===== config.mk =====
export PLATFORM = sky130hd
export DESIGN_NAME = serial_sub4bits_flat
export DESIGN_NICKNAME = d
export VERILOG_FILES = /design/src/rtl/serial_sub4bits_pkg.sv /design/src/rtl/serial_sub4bits_if.sv /design/src/rtl/serial_sub4bits_full_adder.sv /design/src/rtl/serial_sub4bits.sv /design/src/flat_wrapper.sv
export SDC_FILE = /design/constraint.sdc
export NUM_CORES = 1
export LEC_CHECK = 0
export CORE_MARGIN = 2
export CORE_UTILIZATION = 50
export CTS_BUF_LIST = sky130_fd_sc_hd__clkbuf_16
export DETAILED_ROUTE_END_ITERATION = 12
export HOLD_SLACK_MARGIN = 0.02
export PLACE_DENSITY_LB_ADDON = 0.25
export SLEW_MARGIN = 30
export SYNTH_ARGS = -nofsm -noshare
export SYNTH_HDL_FRONTEND = slang
export SYNTH_SLANG_ARGS = --single-unit

===== constraint.sdc =====
create_clock -name clk -period 1.8 [get_ports clk]
set_clock_uncertainty 0.2 [all_clocks]
set_input_delay 0.18 -clock clk [delete_from_list [all_inputs] [get_ports clk]]
set_output_delay 0.18 -clock clk [all_outputs]
set_load 0.03 [all_outputs]

===== src/rtl/serial_sub4bits_pkg.sv =====
// -----------------------------------------------------------------------------
// serial_sub4bits_pkg
//
// Purpose:
//   Shared definitions for the bit-serial signed subtractor. These include the
//   controller state encoding, the default operand width and the width of the
//   bit counter that walks through the operand.
//
// Contents:
//   DEF_WIDTH  - default operand/result width (4, matching the parallel lab adder)
//   CNT_W      - counter width able to hold 0..DEF_WIDTH
//   state_t    - controller states IDLE / SHIFT / DONE
//   cnt_width  - helper giving the counter width for an arbitrary WIDTH
// -----------------------------------------------------------------------------
package serial_sub4bits_pkg;

    localparam int DEF_WIDTH = 4;

    localparam int CNT_W = $clog2(DEF_WIDTH + 1);

    typedef enum logic [1:0] {
        IDLE  = 2'd0,
        SHIFT = 2'd1,
        DONE  = 2'd2
    } state_t;

    // Counter width for a non-default WIDTH; must cover the value WIDTH itself.
    function automatic int cnt_width(input int width);
        return $clog2(width + 1);
    endfunction

endpackage


===== src/rtl/serial_sub4bits_if.sv =====
// -----------------------------------------------------------------------------
// serial_sub4bits_if
//
// Purpose:
//   Handshake and operand/result bundle of the bit-serial subtractor.
//   The requester (master) presents start/x/y. The subtractor (slave) answers
//   with busy/done and the held result d/ov.
//
// Signals:
//   start - request, only honoured while the subtractor is idle
//   x     - signed minuend, captured on an accepted start
//   y     - signed subtrahend, captured on an accepted start
//   busy  - operation in progress (SHIFT or DONE)
//   done  - one-cycle pulse, d/ov freshly valid
//   d     - signed difference, held between operations
//   ov    - signed overflow of the last operation, held with d
// -----------------------------------------------------------------------------
interface serial_sub4bits_if
    import serial_sub4bits_pkg::*;
#(
    parameter int WIDTH = DEF_WIDTH
);

    logic                    start;
    logic signed [WIDTH-1:0] x;
    logic signed [WIDTH-1:0] y;
    logic                    busy;
    logic                    done;
    logic signed [WIDTH-1:0] d;
    logic                    ov;

    // Requester side: drives the operation request and operands.
    modport master (
        output start,
        output x,
        output y,
        input  busy,
        input  done,
        input  d,
        input  ov
    );

    // Subtractor side: consumes the request, produces status and result.
    modport slave (
        input  start,
        input  x,
        input  y,
        output busy,
        output done,
        output d,
        output ov
    );

endinterface


===== src/rtl/serial_sub4bits_full_adder.sv =====
// -----------------------------------------------------------------------------
// full_adder
//
// Purpose:
//   The standard 1-bit full-adder cell of the add/sub lab. The bit-serial
//   subtractor uses one instance as its entire arithmetic datapath.
//
// Ports:
//   Cin  - carry in
//   X, Y - operand bits
//   S    - sum bit
//   Cout - carry out
// -----------------------------------------------------------------------------
module full_adder (
    input  logic Cin,
    input  logic X,
    input  logic Y,
    output logic S,
    output logic Cout
);

    logic half_sum;

    // Classic two-half-adder form; half_sum is shared by the sum and carry terms.
    always_comb begin
        half_sum = X ^ Y;
        S        = half_sum ^ Cin;
        Cout     = (X & Y) | (Cin & half_sum);
    end

endmodule


===== src/rtl/serial_sub4bits.sv =====
// -----------------------------------------------------------------------------
// serial_sub4bits
//
// Purpose:
//   Bit-serial signed subtractor computing d = x - y as x + ~y + 1. It uses a
//   single full-adder cell and processes one bit per clock, LSB first. A
//   start/busy/done handshake sequences an operation, which takes WIDTH+1
//   cycles from the accepted start to the done pulse. The result and its
//   overflow flag are held until the next operation completes.
//
// Ports:
//   clk  - rising-edge clock
//   rst  - synchronous, active-high reset; aborts any operation in flight
//   bus  - serial_sub4bits_if slave modport (start, x, y, busy, done, d, ov)
// -----------------------------------------------------------------------------
module serial_sub4bits
    import serial_sub4bits_pkg::*;
#(
    parameter int WIDTH = DEF_WIDTH
) (
    input  logic                 clk,
    input  logic                 rst,
    serial_sub4bits_if.slave     bus
);

    // The package constant covers the default width; other widths derive it.
    localparam int NW = (WIDTH == DEF_WIDTH) ? CNT_W : cnt_width(WIDTH);

    state_t            state;
    state_t            state_next;

    logic [WIDTH-1:0]  xs;
    logic [WIDTH-1:0]  ys;
    logic [WIDTH-1:0]  r;
    logic [NW-1:0]     n;
    logic              c;
    logic              cin_msb;
    logic              c_out;
    logic [WIDTH-1:0]  d_reg;
    logic              ov_reg;

    logic              accept;
    logic              shift_en;
    logic              last_bit;
    logic              busy_int;
    logic              done_int;
    logic              sum;
    logic              cout;
    logic              cin_msb_nx;
    logic              c_out_nx;
    logic              ov_nx;
    logic [WIDTH-1:0]  r_nx;

    // Single arithmetic cell. The LSBs of the shifting operand registers are
    // combined with the running carry.
    full_adder alu (
        .Cin  (c),
        .X    (xs[0]),
        .Y    (ys[0]),
        .S    (sum),
        .Cout (cout)
    );

    // The counter value equal to WIDTH-1 marks the MSB pass. That pass decides
    // the overflow and closes the operation.
    assign last_bit = (n == NW'(WIDTH - 1));

    // Result register after this cycle's sum bit enters from the MSB side. After
    // WIDTH shifts, the LSB produced first has reached bit 0.
    assign r_nx = {sum, r[WIDTH-1:1]};

    // State register.
    always_ff @(posedge clk) begin
        if (rst) begin
            state <= IDLE;
        end else begin
            state <= state_next;
        end
    end

    // Next-state logic and handshake outputs.
    // A start outside IDLE is simply not looked at, so nothing is queued.
    always_comb begin
        state_next = state;
        accept     = 1'b0;
        shift_en   = 1'b0;
        busy_int   = 1'b0;
        done_int   = 1'b0;
        case (state)
            IDLE: begin
                if (bus.start) begin
                    accept     = 1'b1;
                    state_next = SHIFT;
                end
            end
            SHIFT: begin
                busy_int = 1'b1;
                shift_en = 1'b1;
                if (last_bit) begin
                    state_next = DONE;
                end
            end
            DONE: begin
                busy_int   = 1'b1;
                done_int   = 1'b1;
                state_next = IDLE;
            end
            default: begin
                state_next = IDLE;
            end
        endcase
    end

    // MSB carry bookkeeping.
    // Signed overflow is carry-into-MSB XOR carry-out-of-MSB. On the MSB pass
    // both carries are live this cycle, so ov is formed from the values being
    // recorded rather than waiting a cycle for the flops.
    always_comb begin
        cin_msb_nx = cin_msb;
        c_out_nx   = c_out;
        if (shift_en && last_bit) begin
            cin_msb_nx = c;
            c_out_nx   = cout;
        end
        ov_nx = cin_msb_nx ^ c_out_nx;
    end

    // Datapath registers.
    // On accept, ~y together with an initial carry of 1 turns the adder into a
    // subtractor. This also covers y = -2^(WIDTH-1) with no special case.
    // d/ov load only at the end of the MSB pass, so they hold the previous
    // result throughout an operation.
    always_ff @(posedge clk) begin
        if (rst) begin
            xs      <= '0;
            ys      <= '0;
            r       <= '0;
            n       <= '0;
            c       <= 1'b0;
            cin_msb <= 1'b0;
            c_out   <= 1'b0;
            d_reg   <= '0;
            ov_reg  <= 1'b0;
        end else if (accept) begin
            xs <= bus.x;
            ys <= ~bus.y;
            c  <= 1'b1;
            n  <= '0;
        end else if (shift_en) begin
            r       <= r_nx;
            xs      <= {1'b0, xs[WIDTH-1:1]};
            ys      <= {1'b0, ys[WIDTH-1:1]};
            c       <= cout;
            n       <= n + 1'b1;
            cin_msb <= cin_msb_nx;
            c_out   <= c_out_nx;
            if (last_bit) begin
                d_reg  <= r_nx;
                ov_reg <= ov_nx;
            end
        end
    end

    assign bus.busy = busy_int;
    assign bus.done = done_int;
    assign bus.d    = d_reg;
    assign bus.ov   = ov_reg;

endmodule


===== src/flat_wrapper.sv =====
// flat-port wrapper written by rule: the top's interface ports become plain ports
module serial_sub4bits_flat import serial_sub4bits_pkg::*;
#(
    parameter int WIDTH = DEF_WIDTH
)
  (clk, rst, bus_start, bus_x, bus_y, bus_busy, bus_done, bus_d, bus_ov);
  serial_sub4bits_if #(.WIDTH(WIDTH)) bus_i ();
  input  logic clk;
  input  logic rst;
  input wire logic [$bits(bus_i.start)-1:0] bus_start;
  input wire logic [$bits(bus_i.x)-1:0] bus_x;
  input wire logic [$bits(bus_i.y)-1:0] bus_y;
  output wire logic [$bits(bus_i.busy)-1:0] bus_busy;
  output wire logic [$bits(bus_i.done)-1:0] bus_done;
  output wire logic [$bits(bus_i.d)-1:0] bus_d;
  output wire logic [$bits(bus_i.ov)-1:0] bus_ov;
  assign bus_i.start = bus_start;
  assign bus_i.x = bus_x;
  assign bus_i.y = bus_y;
  assign bus_busy = bus_i.busy;
  assign bus_done = bus_i.done;
  assign bus_d = bus_i.d;
  assign bus_ov = bus_i.ov;
  serial_sub4bits #(.WIDTH(WIDTH)) u_core (.clk(clk), .rst(rst), .bus(bus_i));
endmodule

==> impl_metrics.py <==
metrics = {
    "synth": {
        "synth_most_common_cell": "dfxtp_1",
        "synth_top_family_by_area": "simple AND/OR/NAND/NOR gates",
        "yosys.area_share.adder_pct": 10.2,
        "synthArstFlopShare_pct": 0,
        "ys_warn_count": 0,
        "ys_ff_latch": 22,
        "synth_enable_flop_cells": 0,
        "synthXorXnorAreaFrac_pct": 1.66,
        "netlist-cell-type-count": 28,
        "synth.top_cell.area_share_pct": 41.8,
        "ys_seq_area_share_pct": 41.8,
        "synthCells": 107,
        "synth_nets": 126,
        "synth-compound-area-share_pct": 15.5,
        "yosys.area_share.simple_pct": 15.9,
        "synth.largest_area_cell": "dfxtp_1",
        "ys.flop_type": "dfxtp_1",
        "synthMuxAreaShare_pct": 7.59,
        "netlist_area_mm2": 0.00105,
        "synth_area_leaders": "dfxtp_1, ha_1, mux2i_1, a211oi_1, a21oi_1",
        "ys_top_cells_by_count": "dfxtp_1, a211oi_1, a21oi_1",
        "avgSynthCellArea_um2": 9.86,
    },
    "place": {
        "io_buffers": 17,
        "gp_congestion": 0.693,
        "dpl_cell_area_mm2": 0.00124,
        "hpwlAfterDp_mm": 1.37,
    },
    "sta": {
        "fin_crit_sh_pct": 95.0,
        "hold_violations": 0,
        "slew_viol_final": 0,
        "relSlewSlack_pct": 79.4,
        "worstMarginPinSlew_ns": 0.308,
        "finalCriticalPeriod_ns": 1.71,
        "fmax_mhz": 585,
        "finalSetupViolCount": 0,
    },
    "route": {
        "drt-total-wl_mm": 1.97,
        "firstDrtPassIters": 4,
        "vias": 825,
        "post_drt_via_cell_ratio": 5.43,
        "ant_nets": 0,
        "drt_iter0_markers": 5,
        "post_drt_wl_per_cell_um": 13.0,
        "drc": 0,
    },
    "job": {
        "cap_violations": 0,
    },
    "layout": {
        "fillCellCount": 160,
        "fin_nets": 146,
        "final_core_util_pct": 66.9,
        "insertedDiodeCount": 0,
        "postLayoutCellArea_mm2": 0.00133,
        "drive_gt1_share_pct": 12.8,
        "area_delta_synth_final_pct": 25.6,
    },
    "clocking": {
        "cts_made_buffers": 3,
        "root_buffer": "clkbuf_16",
        "tritoncts": "done",
        "h-tree-depth": 1,
        "clock_sinks": 22,
        "ctsHoldBuffers": 0,
        "clk_latency_ns": 0.25,
        "clock_path_buffers": 2,
        "cts_resized": 2,
        "clkTransAtPathRegs_ns": 0.05,
        "postCtsSetupBuffers": 0,
    },
    "power_and_ir_drop": {
        "p_switching_uw": 667,
        "pwr-share-seq_pct": 34.3,
        "combinationalPowerShare_pct": 42.7,
        "powerDensity_mw_per_mm2": 1470,
        "swShare_pct": 34.3,
        "vdd_drop_max_uv": 789,
        "p_leak_nw": 0.494,
        "clockPowerShare_pct": 23.0,
        "power.internal_mw": 1.28,
    },
    "critical_path": {
        "worstPathRequired_ns": 1.42,
        "path_cells": "inv_1 -> ha_1 -> clkdlybuf4s15_1",
        "rr_worst_depth": 6,
        "max_stage_delay_ns": 0.38,
        "crit_path_end_kind": "output pin",
        "criticalPathCategory": "reg -> out",
        "cp_data_arrival_time_ns": 1.33,
        "cp_slowest_cell": "dfxtp_1",
        "cp_max_fo": 4,
        "worstSetupStartpointType": "register",
    },
    "floorplanning": {
        "design.portCount": 18,
        "coreArea_mm2": 0.00198,
        "start_util_pct": 53.2,
        "die_width_um": 49.9,
        "die_y_um": 49.9,
        "fp-row-count": 16,
        "die_area_mm2": 0.00249,
    },
    "min_path": {
        "min_path_type": "in -> reg",
        "whs_path_depth": 3,
    },
    "global_routing": {
        "use_met1_pct": 24.9,
        "grt_start_max_net_pins": 23,
        "grt_pass1_wl_mm": 3.49,
        "grt_pass1_vias": 792,
        "antenna_found_initial": 0,
        "grt_use_met3_pct": 3.03,
        "grt_usage_pct": 18.0,
        "grt-ovfl-total": 0,
        "busiest_layer": "met2",
        "grtUsageMet2_pct": 27.8,
    },
    "status": {
        "status": "completed",
    },
}
==> critical path: cells and delay by family, from the launching register on <==
kind | cells | cell delay [ns]
buffers and inverters | 2 | 0.43
DFF | 1 | 0.38
adders and majority gates | 1 | 0.28
==> layer usage <==
metal	routed length (um)	part of all wire [%]
met5	0	0
met4	30	1.5
met3	72	3.7
met2	880	45
met1	986	50
==> cells by family (layout without fill, tap and decap cells) <==
group,Yosys count,after routing
flip-flops,22,22
AO/OA/AOI/OAI,26,26
multiplexers,8,8
adder cells (fa/ha/maj),8,8
XOR/XNOR,2,2
AND/OR/NAND/NOR,29,29
buffers and inverters,12,30
==> per-stage QoR <==
stage               power (mW)  setup slack, ns  hold WS, ns  setup TNS (ns)  std cells
global route              2.08         -0.00885        0.305         -0.0136        152
detailed placement        1.49           0.0581        0.277               0        149
finish                    1.94           0.0906        0.278               0        152
CTS                       1.93           0.0423        0.283               0        152
global placement          1.47           0.0849        0.260               0        149
floorplan                 1.33            0.235       0.0489               0        107
==> worst paths after layout <==
path	start	end	slack (ns)
worst max-delay path	u_core.state[0]	bus_busy	0.09
worst min-delay path	bus_x[3]	u_core.xs[3]	0.28
worst max register to register	u_core.state[0]	u_core.ys[1]	0.13
worst min register to register	u_core.bus.d[3]	u_core.bus.d[3]	0.29
==> power groups by stage <==
stage / Clock [mW] / Sequential, mW / Combinational [mW]
CTS: 0.455 / 0.667 / 0.810
floorplan: 0 / 0.658 / 0.672
finish: 0.447 / 0.668 / 0.829
global placement: 0 / 0.670 / 0.805
global route: 0.478 / 0.682 / 0.923
detailed placement: 0 / 0.676 / 0.818
==> layout make-up <==
class                      count  area [um2]  area share, %
sequential                    22         440           33.2
clock buffer                   3        75.1           5.67
timing repair buffer          24         218           16.4
tap                           27        33.8           2.55
inverter                       3        11.3          0.850
multi-input combinational     73         547           41.3
==> layout by cell type (no fill, tap or decap), drive strengths merged <==
master / instances
ha: 7
nor3: 4
o21ai: 6
clkdlybuf4s15: 1
xnor2: 1
inv: 3
dfxtp: 22
or3b: 2
a2111oi: 1
nand2b: 1
xor2: 1
nand3b: 2
and2: 1
fa: 1
nand4: 4
a211oi: 9
buf: 7
clkdlybuf4s50: 15
clkbuf: 4
nor2: 7
a31oi: 1
and2b: 1
a21oi: 9
mux2i: 8
nor2b: 4
nand2: 3
Power figures use the tool's default switching activity.
